===== src/rtl/synth_pkg.sv =====
// synth_pkg: scan-code constants, note table and shared types for the voice allocator.
package synth_pkg;
    localparam logic [7:0] PREFIX_BRK = 8'hF0;
    localparam logic [7:0] PREFIX_EXT = 8'hE0;
    localparam logic [7:0] KEY_OCT_UP = 8'h55;
    localparam logic [7:0] KEY_OCT_DN = 8'h4E;
    localparam logic [7:0] KEY_PANIC  = 8'h76;
    localparam int NUM_NOTES = 20;
    localparam logic [7:0] NOTE_CODE [NUM_NOTES] = '{
        8'h15, 8'h1C, 8'h1D, 8'h1B, 8'h24, 8'h23, 8'h2B, 8'h2C, 8'h34, 8'h35,
        8'h33, 8'h3B, 8'h43, 8'h42, 8'h44, 8'h4B, 8'h4D, 8'h4C, 8'h52, 8'h5B};
    localparam logic [10:0] NOTE_TONE [NUM_NOTES] = '{
        11'd400, 11'd423, 11'd448, 11'd475, 11'd503, 11'd533, 11'd565, 11'd599, 11'd634, 11'd672,
        11'd712, 11'd755, 11'd800, 11'd847, 11'd897, 11'd951, 11'd1007, 11'd1067, 11'd1131, 11'd1198};
    typedef logic signed [1:0] octave_t;
    localparam octave_t OCT_UP = 2'sb01;
    localparam octave_t OCT_DN = 2'sb11;
    localparam int TONE_SILENT = 1;
    typedef enum logic [1:0] {ST_IDLE, ST_BRK, ST_EXT, ST_EXT_BRK} parse_state_t;
endpackage


===== src/rtl/note_lut.sv =====
// note_lut: combinational scan code to base tone lookup.
module note_lut
    import synth_pkg::*;
#(
    parameter int TONE_W = 16
) (
    input  logic [7:0]        code,
    output logic              hit,
    output logic [TONE_W-1:0] base
);
    always_comb begin
        hit  = 1'b0;
        base = '0;
        for (int i = 0; i < NUM_NOTES; i++) begin
            if (code == NOTE_CODE[i]) begin
                hit  = 1'b1;
                base = TONE_W'(NOTE_TONE[i]);
            end
        end
    end
endmodule


===== src/rtl/voice_allocator.sv =====
// voice_allocator: parses PS/2 scan codes and assigns held notes to tone channels,
// stealing the oldest voice when every channel is sounding.
module voice_allocator
    import synth_pkg::*;
#(
    parameter int NUM_CH = 4,
    parameter int TONE_W = 16
) (
    input  logic                     clk,
    input  logic                     reset,
    input  logic [7:0]               scan_code,
    input  logic                     scan_valid,
    output logic [NUM_CH*TONE_W-1:0] tone,
    output logic [NUM_CH-1:0]        gate,
    output logic [1:0]               octave
);
    localparam int IW = $clog2(NUM_CH);

    parse_state_t state_q, state_d;
    logic do_make, do_break;
    logic [NUM_CH-1:0][7:0]        code_q, code_d;
    logic [NUM_CH-1:0]             gate_q, gate_d;
    logic [NUM_CH-1:0][TONE_W-1:0] tone_q, tone_d;
    logic [NUM_CH-1:0][IW-1:0]     age_q, age_d;
    octave_t                       octave_q, octave_d;
    logic              lut_hit, held, free_found;
    logic [TONE_W-1:0] base, shifted;
    logic [IW-1:0]     free_idx, victim_idx, match_idx, tgt;

    note_lut #(.TONE_W(TONE_W)) u_lut (.code(scan_code), .hit(lut_hit), .base(base));

    always_ff @(posedge clk or posedge reset) begin
        if (reset)
            state_q <= ST_IDLE;
        else
            state_q <= state_d;
    end

    always_comb begin
        state_d = !scan_valid ? state_q :
                  state_q == ST_IDLE ? (scan_code == PREFIX_EXT ? ST_EXT :
                                        scan_code == PREFIX_BRK ? ST_BRK : ST_IDLE) :
                  (state_q == ST_EXT && scan_code == PREFIX_BRK) ? ST_EXT_BRK : ST_IDLE;
    end

    always_comb begin
        do_make  = scan_valid && state_q == ST_IDLE && scan_code != PREFIX_EXT && scan_code != PREFIX_BRK;
        do_break = scan_valid && state_q == ST_BRK;
    end

    // Channel search: lowest free slot, oldest active voice, and the voice already holding this code.
    always_comb begin
        free_found = 1'b0;
        free_idx   = '0;
        held       = 1'b0;
        match_idx  = '0;
        victim_idx = '0;
        for (int k = NUM_CH - 1; k >= 0; k--) begin
            if (!gate_q[k]) begin
                free_found = 1'b1;
                free_idx   = IW'(k);
            end
            if (gate_q[k] && code_q[k] == scan_code) begin
                held      = 1'b1;
                match_idx = IW'(k);
            end
        end
        for (int k = 1; k < NUM_CH; k++)
            if (age_q[k] > age_q[victim_idx]) victim_idx = IW'(k);
        tgt     = free_found ? free_idx : victim_idx;
        shifted = octave_q == OCT_UP ? base << 1 : octave_q == OCT_DN ? base >> 1 : base;
    end

    always_comb begin
        code_d   = code_q;
        gate_d   = gate_q;
        tone_d   = tone_q;
        age_d    = age_q;
        octave_d = octave_q;
        if (do_make) begin
            if (scan_code == KEY_OCT_UP)
                octave_d = octave_q == OCT_UP ? octave_q : octave_q + 2'sd1;
            else if (scan_code == KEY_OCT_DN)
                octave_d = octave_q == OCT_DN ? octave_q : octave_q - 2'sd1;
            else if (scan_code == KEY_PANIC) begin
                gate_d = '0;
                code_d = '0;
                age_d  = '0;
            end else if (lut_hit && !held) begin
                for (int k = 0; k < NUM_CH; k++) begin
                    if (IW'(k) == tgt) begin
                        code_d[k] = scan_code;
                        gate_d[k] = 1'b1;
                        tone_d[k] = shifted;
                        age_d[k]  = '0;
                    end else if (gate_q[k])
                        age_d[k] = age_q[k] + IW'(1);
                end
            end
        end else if (do_break && held) begin
            for (int k = 0; k < NUM_CH; k++)
                if (gate_q[k] && age_q[k] > age_q[match_idx]) age_d[k] = age_q[k] - IW'(1);
            gate_d[match_idx] = 1'b0;
            code_d[match_idx] = '0;
            age_d[match_idx]  = '0;
        end
    end

    always_ff @(posedge clk or posedge reset) begin
        if (reset) begin
            code_q   <= '0;
            gate_q   <= '0;
            tone_q   <= {NUM_CH{TONE_W'(TONE_SILENT)}};
            age_q    <= '0;
            octave_q <= '0;
        end else begin
            code_q   <= code_d;
            gate_q   <= gate_d;
            tone_q   <= tone_d;
            age_q    <= age_d;
            octave_q <= octave_d;
        end
    end

    assign tone   = tone_q;
    assign gate   = gate_q;
    assign octave = octave_q;
endmodule


===== config.mk =====
export PLATFORM = sky130hd
export DESIGN_NAME = voice_allocator
export DESIGN_NICKNAME = d
export VERILOG_FILES = /design/src/rtl/synth_pkg.sv /design/src/rtl/note_lut.sv /design/src/rtl/voice_allocator.sv
export SDC_FILE = /design/constraint.sdc
export NUM_CORES = 1
export LEC_CHECK = 0
export CELL_PAD_IN_SITES_DETAIL_PLACEMENT = 1
export CELL_PAD_IN_SITES_GLOBAL_PLACEMENT = 2
export CORE_ASPECT_RATIO = 0.7
export CORE_UTILIZATION = 32
export DETAILED_ROUTE_END_ITERATION = 12
export PLACE_DENSITY = 0.78
export SYNTH_ARGS = -nofsm -noshare
export SYNTH_HDL_FRONTEND = slang
export SYNTH_SLANG_ARGS = --single-unit

===== constraint.sdc =====
create_clock -name clk -period 4 [get_ports clk]
set_clock_uncertainty 0.2 [all_clocks]
set_input_delay 0.6 -clock clk [delete_from_list [all_inputs] [get_ports clk]]
set_output_delay 0.6 -clock clk [all_outputs]
set_load 0.02 [all_outputs]

# Word-level counts from Yosys, hierarchy flattened
# Cells that the tools add are included.
dict set report word_totals {
  register_bits 112
  input_bits 11
}
dict set report classes {
  n_addsub 10
  order_cmp 11
  eq_ne 51
  mux 128
  n_bitwise 9
  n_reduce_logical 34
}
# operator count
set ops {}
lappend ops {{$mux W32} 6}
lappend ops {{$mux W10} 12}
lappend ops {{$eq A8 B7 Y1 const B} 11}
lappend ops {{$mux W8} 11}
lappend ops {{$mux W2} 42}
lappend ops {{$eq A8 B6 Y1 const B} 8}
lappend ops {{$mux W9} 5}
lappend ops {{$reduce_and A5 Y1} 8}
lappend ops {{$mux W1} 35}
lappend ops {{$mux W11} 3}
lappend ops {{$and A32 B32 Y32} 1}
lappend ops {{$eq A8 B5 Y1 const B} 4}
lappend ops {{$eq A8 B8 Y1} 4}
lappend ops {{$mux W16} 2}
lappend ops {{$not A32 Y32} 1}
lappend ops {{$mux W4} 6}
lappend ops {{$reduce_and A6 Y1} 4}
lappend ops {{$demux W8 S2} 1}
lappend ops {{$eq A8 B8 Y1 const B} 2}
lappend ops {{$logic_and A1 B1 Y1} 16}
lappend ops {{$ne A4 B1 Y1 const B} 4}
lappend ops {{$ne A8 B8 Y1 const B} 2}
lappend ops {{$ne A3 B1 Y1 const B} 5}
lappend ops {{$gt A2 B2 Y1} 7}
lappend ops {{24 further kinds} 43}

# Logic depth before layout (Yosys ltp)
dict set report logic_depth {
  word_depth 27
  mapped_depth 20
}

# Hierarchy
# A second synthesis with hierarchy kept.
dict set report unflattened {
  hier_cells 664
  area_unflattened_um2 6957.9
}
# module instances cells_per_inst area_per_inst_um2 seq_area_each_um2
set by_module_without_submodules {}
lappend by_module_without_submodules {voice_allocator 1 540 6178.4 2807.7}
lappend by_module_without_submodules {note_lut 1 124 779.5 0.0}

# Worst setup path after synthesis
# OpenSTA, ideal clock, no wires.
dict set report synth_timing {
  kind {reg2reg}
  start {reg age_q[2] (netlist bit)}
  end {reg tone_q, in the netlist tone[17]}
  setup_ns 0.125
  arrival_ns 3.885
  setup_slack_ns -0.210
  stages_incl_launch_ff 19
  synth_period_minus_slack_ns 4.210
  cell_sequence {dfrtp_1 inv_1 ha_1 inv_1 o22ai_1 o21ai_0 ha_1 nor2b_1 a2bb2oi_1 nor2_1 a21oi_1 ha_1 nor2b_1 o21a_1 o41ai_1 nand2_1 nor2_8 buf_6 mux2_2}
}
dict set report synth_via {
  elab_chain_cells 13
}
# element line_no
set synth_rtl {}
lappend synth_rtl {{from (decl)} voice_allocator.sv:24} ;# logic [NUM_CH-1:0][IW-1:0] age_q, age_d;
lappend synth_rtl {{from (signal assigned)} voice_allocator.sv:120} ;# age_q <= age_d;
lappend synth_rtl {{$gt A2 B2 Y1} voice_allocator.sv:69} ;# if (age_q[k] > age_q[victim_idx]) victim_idx = IW'(k);
lappend synth_rtl {{$mux W1} voice_allocator.sv:69}
lappend synth_rtl {{$bmux W2 S2} voice_allocator.sv:69}
lappend synth_rtl {{$mux W2 (implied by the code)} voice_allocator.sv:69}
lappend synth_rtl {{$gt A2 B2 Y1} voice_allocator.sv:69}
lappend synth_rtl {{$mux W2} voice_allocator.sv:69}
lappend synth_rtl {{$bmux W2 S2} voice_allocator.sv:69}
lappend synth_rtl {{$mux W2 (implied by the code)} voice_allocator.sv:69}
lappend synth_rtl {{$gt A2 B2 Y1} voice_allocator.sv:69}
lappend synth_rtl {{$mux W2 (*)} voice_allocator.sv:69}
lappend synth_rtl {{$mux W2 (*)} voice_allocator.sv:70} ;# tgt = free_found ? free_idx : victim_idx;
lappend synth_rtl {{$eq A1 B2 Y1 (*)} voice_allocator.sv:91} ;# if (IW'(k) == tgt) begin
lappend synth_rtl {{$reduce_and A6 Y1 (no line) (*)} n/a}
lappend synth_rtl {{to (signal assigned)} voice_allocator.sv:113} ;# tone_q <= {NUM_CH{TONE_W'(TONE_SILENT)}};
lappend synth_rtl {{to (signal assigned)} voice_allocator.sv:119} ;# tone_q <= tone_d;
lappend synth_rtl {{to (decl)} voice_allocator.sv:23} ;# logic [NUM_CH-1:0][TONE_W-1:0] tone_q, tone_d;
# Every way passes the cells marked *; elsewhere a longest branch is shown, timed or not. The select of a mux whose other input is x is not followed.
# A chain may end at the register's enable or synchronous reset.

# Worst setup path in the final report
dict set report layout_timing {
  start {reg age_q[0] (netlist bit)}
  end {reg tone_q, in the netlist tone[3]}
}
dict set report layout_via {
  elab_chain_cells 13
}
# element line_no
set layout_rtl {}
lappend layout_rtl {{$gt A2 B2 Y1} voice_allocator.sv:69}
lappend layout_rtl {{$mux W1} voice_allocator.sv:69}
lappend layout_rtl {{$bmux W2 S2} voice_allocator.sv:69}
lappend layout_rtl {{$mux W2 (implied by the code)} voice_allocator.sv:69}
lappend layout_rtl {{$gt A2 B2 Y1} voice_allocator.sv:69}
lappend layout_rtl {{$mux W2} voice_allocator.sv:69}
lappend layout_rtl {{$bmux W2 S2} voice_allocator.sv:69}
lappend layout_rtl {{$mux W2 (implied by the code)} voice_allocator.sv:69}
lappend layout_rtl {{$gt A2 B2 Y1} voice_allocator.sv:69}
lappend layout_rtl {{$mux W2 (*)} voice_allocator.sv:69}
lappend layout_rtl {{$mux W2 (*)} voice_allocator.sv:70}
lappend layout_rtl {{$logic_not A2 Y1 (*)} voice_allocator.sv:91}
lappend layout_rtl {{$reduce_and A6 Y1 (no line) (*)} n/a}
# Marked as above.

==> metrics <==
hold buffers post-CTS=0; share of layout cells above drive strength 1=about 29%; # setup viols final=0; largest area contributor in the netlist=dfrtp_1; Area contributors post-synth=dfrtp_1, mux2_2, xnor2_1; starting density of the core=between 30% and 40%; Post-DP Area=approximately 0.0074 mm²; WP data arrival=3.93 ns; Max rail drop VDD=~0.23 mV; Root Buffer Master=clkbuf_16; failing checks=DRC; Synth async-reset ratio=between 90% and 100%; Area Overhead vs Synth=34.2%; PD cells=515 mW/mm²; Mapped Cells=595; Leak Pwr=approximately 3.5 nW; non-filler cells, final=slightly below 1k; Detailed Place HPWL=15400 µm; GRT Resource Usage Total=between 20 and 25%; most frequent cells in the layout=dfrtp_1, buf_4, clkdlybuf4s50_1, nand2_1, mux2_2; RSZ-0062 raised after global routing=true; dpl cells=~950; status=finished with violations; Final Slew Violations=0; vias per cell=5.51; Netlist Area Pre-Place=0.00601 mm²; Slew @ Worst Pin=1.02 ns; Die H=approximately 120 µm; Row Count=41; DRT iter0 DRCs=~420; area of the multi-input gates=about 0.0035 mm²; Detail Route Antenna Nets=0; Req. time, crit path=4.04 ns; pre-CTS setup slack=-0.427 ns; I/O Buffers=between 60 and 70; CP startpoint kind=flop; largest net degree at the start of global routing=35; die width=about 170 µm; Crit. End Element=flop; period utilization=97.3%; vias in the first global route=approximately 5.5k; setup TNS=0 ns; clk sinks=96; Max-cap violations=0; number of CTS-inserted buffers=9; highest clock rate=roughly 260 MHz; Pwr Total=just over 4 mW; Reg clk slew, reported paths=roughly 0.080 ns; worst hold path type=flop to flop; Syn. warnings=0; Hold Vio Cnt, Final=0; CTS tree=yes; Register Area=between 0.002 and 0.0025 mm²; Slew HR=a little under a third; die area=between 0.015 and 0.02 mm²; GR Overflow Total=0; fin util=approximately 44%; nets=761; first-pass GRT wire length=approximately 32000 µm; routed wire length per instance=roughly 21 µm; Core Box Area=0.0182 mm²; Ant. Diodes=0; Placer Congestion=0.899; drc violations=6; Detailed Routing Iterations Pass 1=9; io pins=81; Post-synth EDFFs=0; clk_lat worst skew=0.36 ns; final WL=20300 µm; smallest hold slack=0.311 ns; via count=roughly 5.4k; antenna violations before repair=0; share of the synthesized area in the top cell type=between 30% and 40%; Seq cells post-synth=between 90 and 100; Tmin final=~3.9 ns; htree depth=3; crit path kind=flop to flop; sequential area share after synthesis=roughly 40%; Design Area, Final=about 0.0081 mm²; mean post-synth cell area=approximately 10 µm²; CP Max Fanout=8; Distinct cells, synth=between 70 and 80; Primary FF master, synth=dfrtp_1; Max clock buf depth=2; fillcell total=roughly 2.0k; post-route setup slack=between 0.1 and 0.15 ns
cells in the mapped netlist, types with 6 or more instances:
| cell | number |
|---|---|
| dfrtp_1 | 92 |
| mux2_2 | 45 |
| nand2_1 | 45 |
| xnor2_1 | 34 |
| o21ai_0 | 30 |
| a21oi_1 | 22 |
| inv_1 | 22 |
| nor2_1 | 22 |
| a22o_1 | 20 |
| buf_4 | 17 |
| ha_1 | 17 |
| buf_2 | 14 |
| clkbuf_1 | 13 |
| nand3_1 | 12 |
| and2_1 | 10 |
| o22ai_1 | 10 |
| a32o_1 | 9 |
| a21o_1 | 8 |
| mux2i_1 | 8 |
| nor2b_1 | 8 |
| nor3_1 | 8 |
| a211oi_1 | 7 |
| nand4_1 | 7 |
| o211ai_1 | 6 |
| o31ai_1 | 6 |
critical path: stages (launching register included):
cell	delay, ns
dfrtp_1	0.42
ha_4	0.28
inv_2	0.04
o22ai_4	0.23
nand2_2	0.10
o21ai_4	0.09
ha_4	0.23
a2bb2oi_4	0.16
nor2_1	0.05
a21oi_1	0.12
ha_1	0.26
nor2b_4	0.13
o21a_1	0.19
or3_4	0.38
o21a_4	0.24
nor2_8	0.14
clkbuf_16	0.18
mux2_2	0.33
power breakdown:
| group | total, mW | internal [mW] | switching, mW | leakage, nW |
|---|---|---|---|---|
| sequential | 1.29 | 1.14 | 0.151 | 1.28 |
| combinational | 1.99 | 0.971 | 1.01 | 2.11 |
| clock | 0.876 | 0.441 | 0.435 | 0.136 |
| total | 4.15 | 2.55 | 1.60 | 3.52 |
registers in the layout, summed over array words and instances, names as in the netlist:
name and cells:
tone 48, octave 2, gate 4, code_q 32
age_q 8, state_q 2
area by class of cell:
cell class / instances / area share, %
clock buffer: 9 / 2.79
multi-input combinational: 440 / 43.2
inverter: 22 / 1.04
tap: 236 / 3.66
sequential: 96 / 29.9
clock inverter: 7 / 0.900
timing repair buffer: 164 / 18.5
kinds of logic after synthesis:
family	Yosys count	share of synthesized area (%)
and+or+nand+nor	160	15.5
AOI/OAI and AO/OA	155	18.5
DFF	96	40.1
buffers and inverters	74	6.48
muxes	57	10.8
xor gates and xnor gates	35	5.10
adders and majority gates	17	3.54
other	1	0.0624
routing by layer:
layer | up-vias | GRT usage (%) | share of wire, %
li1 | 2434 | - | -
met3 | 18 | 2.98 | 4.2
met5 | - | 0 | 0
met1 | 2763 | 32.3 | 51
met4 | 0 | 4.92 | 1.1
met2 | 155 | 32.3 | 43
worst paths after layout:
check	from	endpoint	slack, ns	depth (start not counted)
worst max-delay path	age_q[0]	tone[3]	0.11	17
worst min-delay path	tone[51]	tone[51]	0.31	1
worst max register to register	age_q[0]	tone[3]	0.11	17
worst min register to register	tone[51]	tone[51]	0.31	1
max in group asynchronous	reset	tone[41]	2.29	3
min in group asynchronous	reset	tone[50]	0.43	2
what timing repair did:
action                                  in CTS  in global routing
buffers inserted                             4                  5
pin swaps                                   13                 15
endpoints found under the setup margin      77                 80
resized for setup                           20                 32
cloned                                       1                  1
Power figures use the tool's default switching activity.
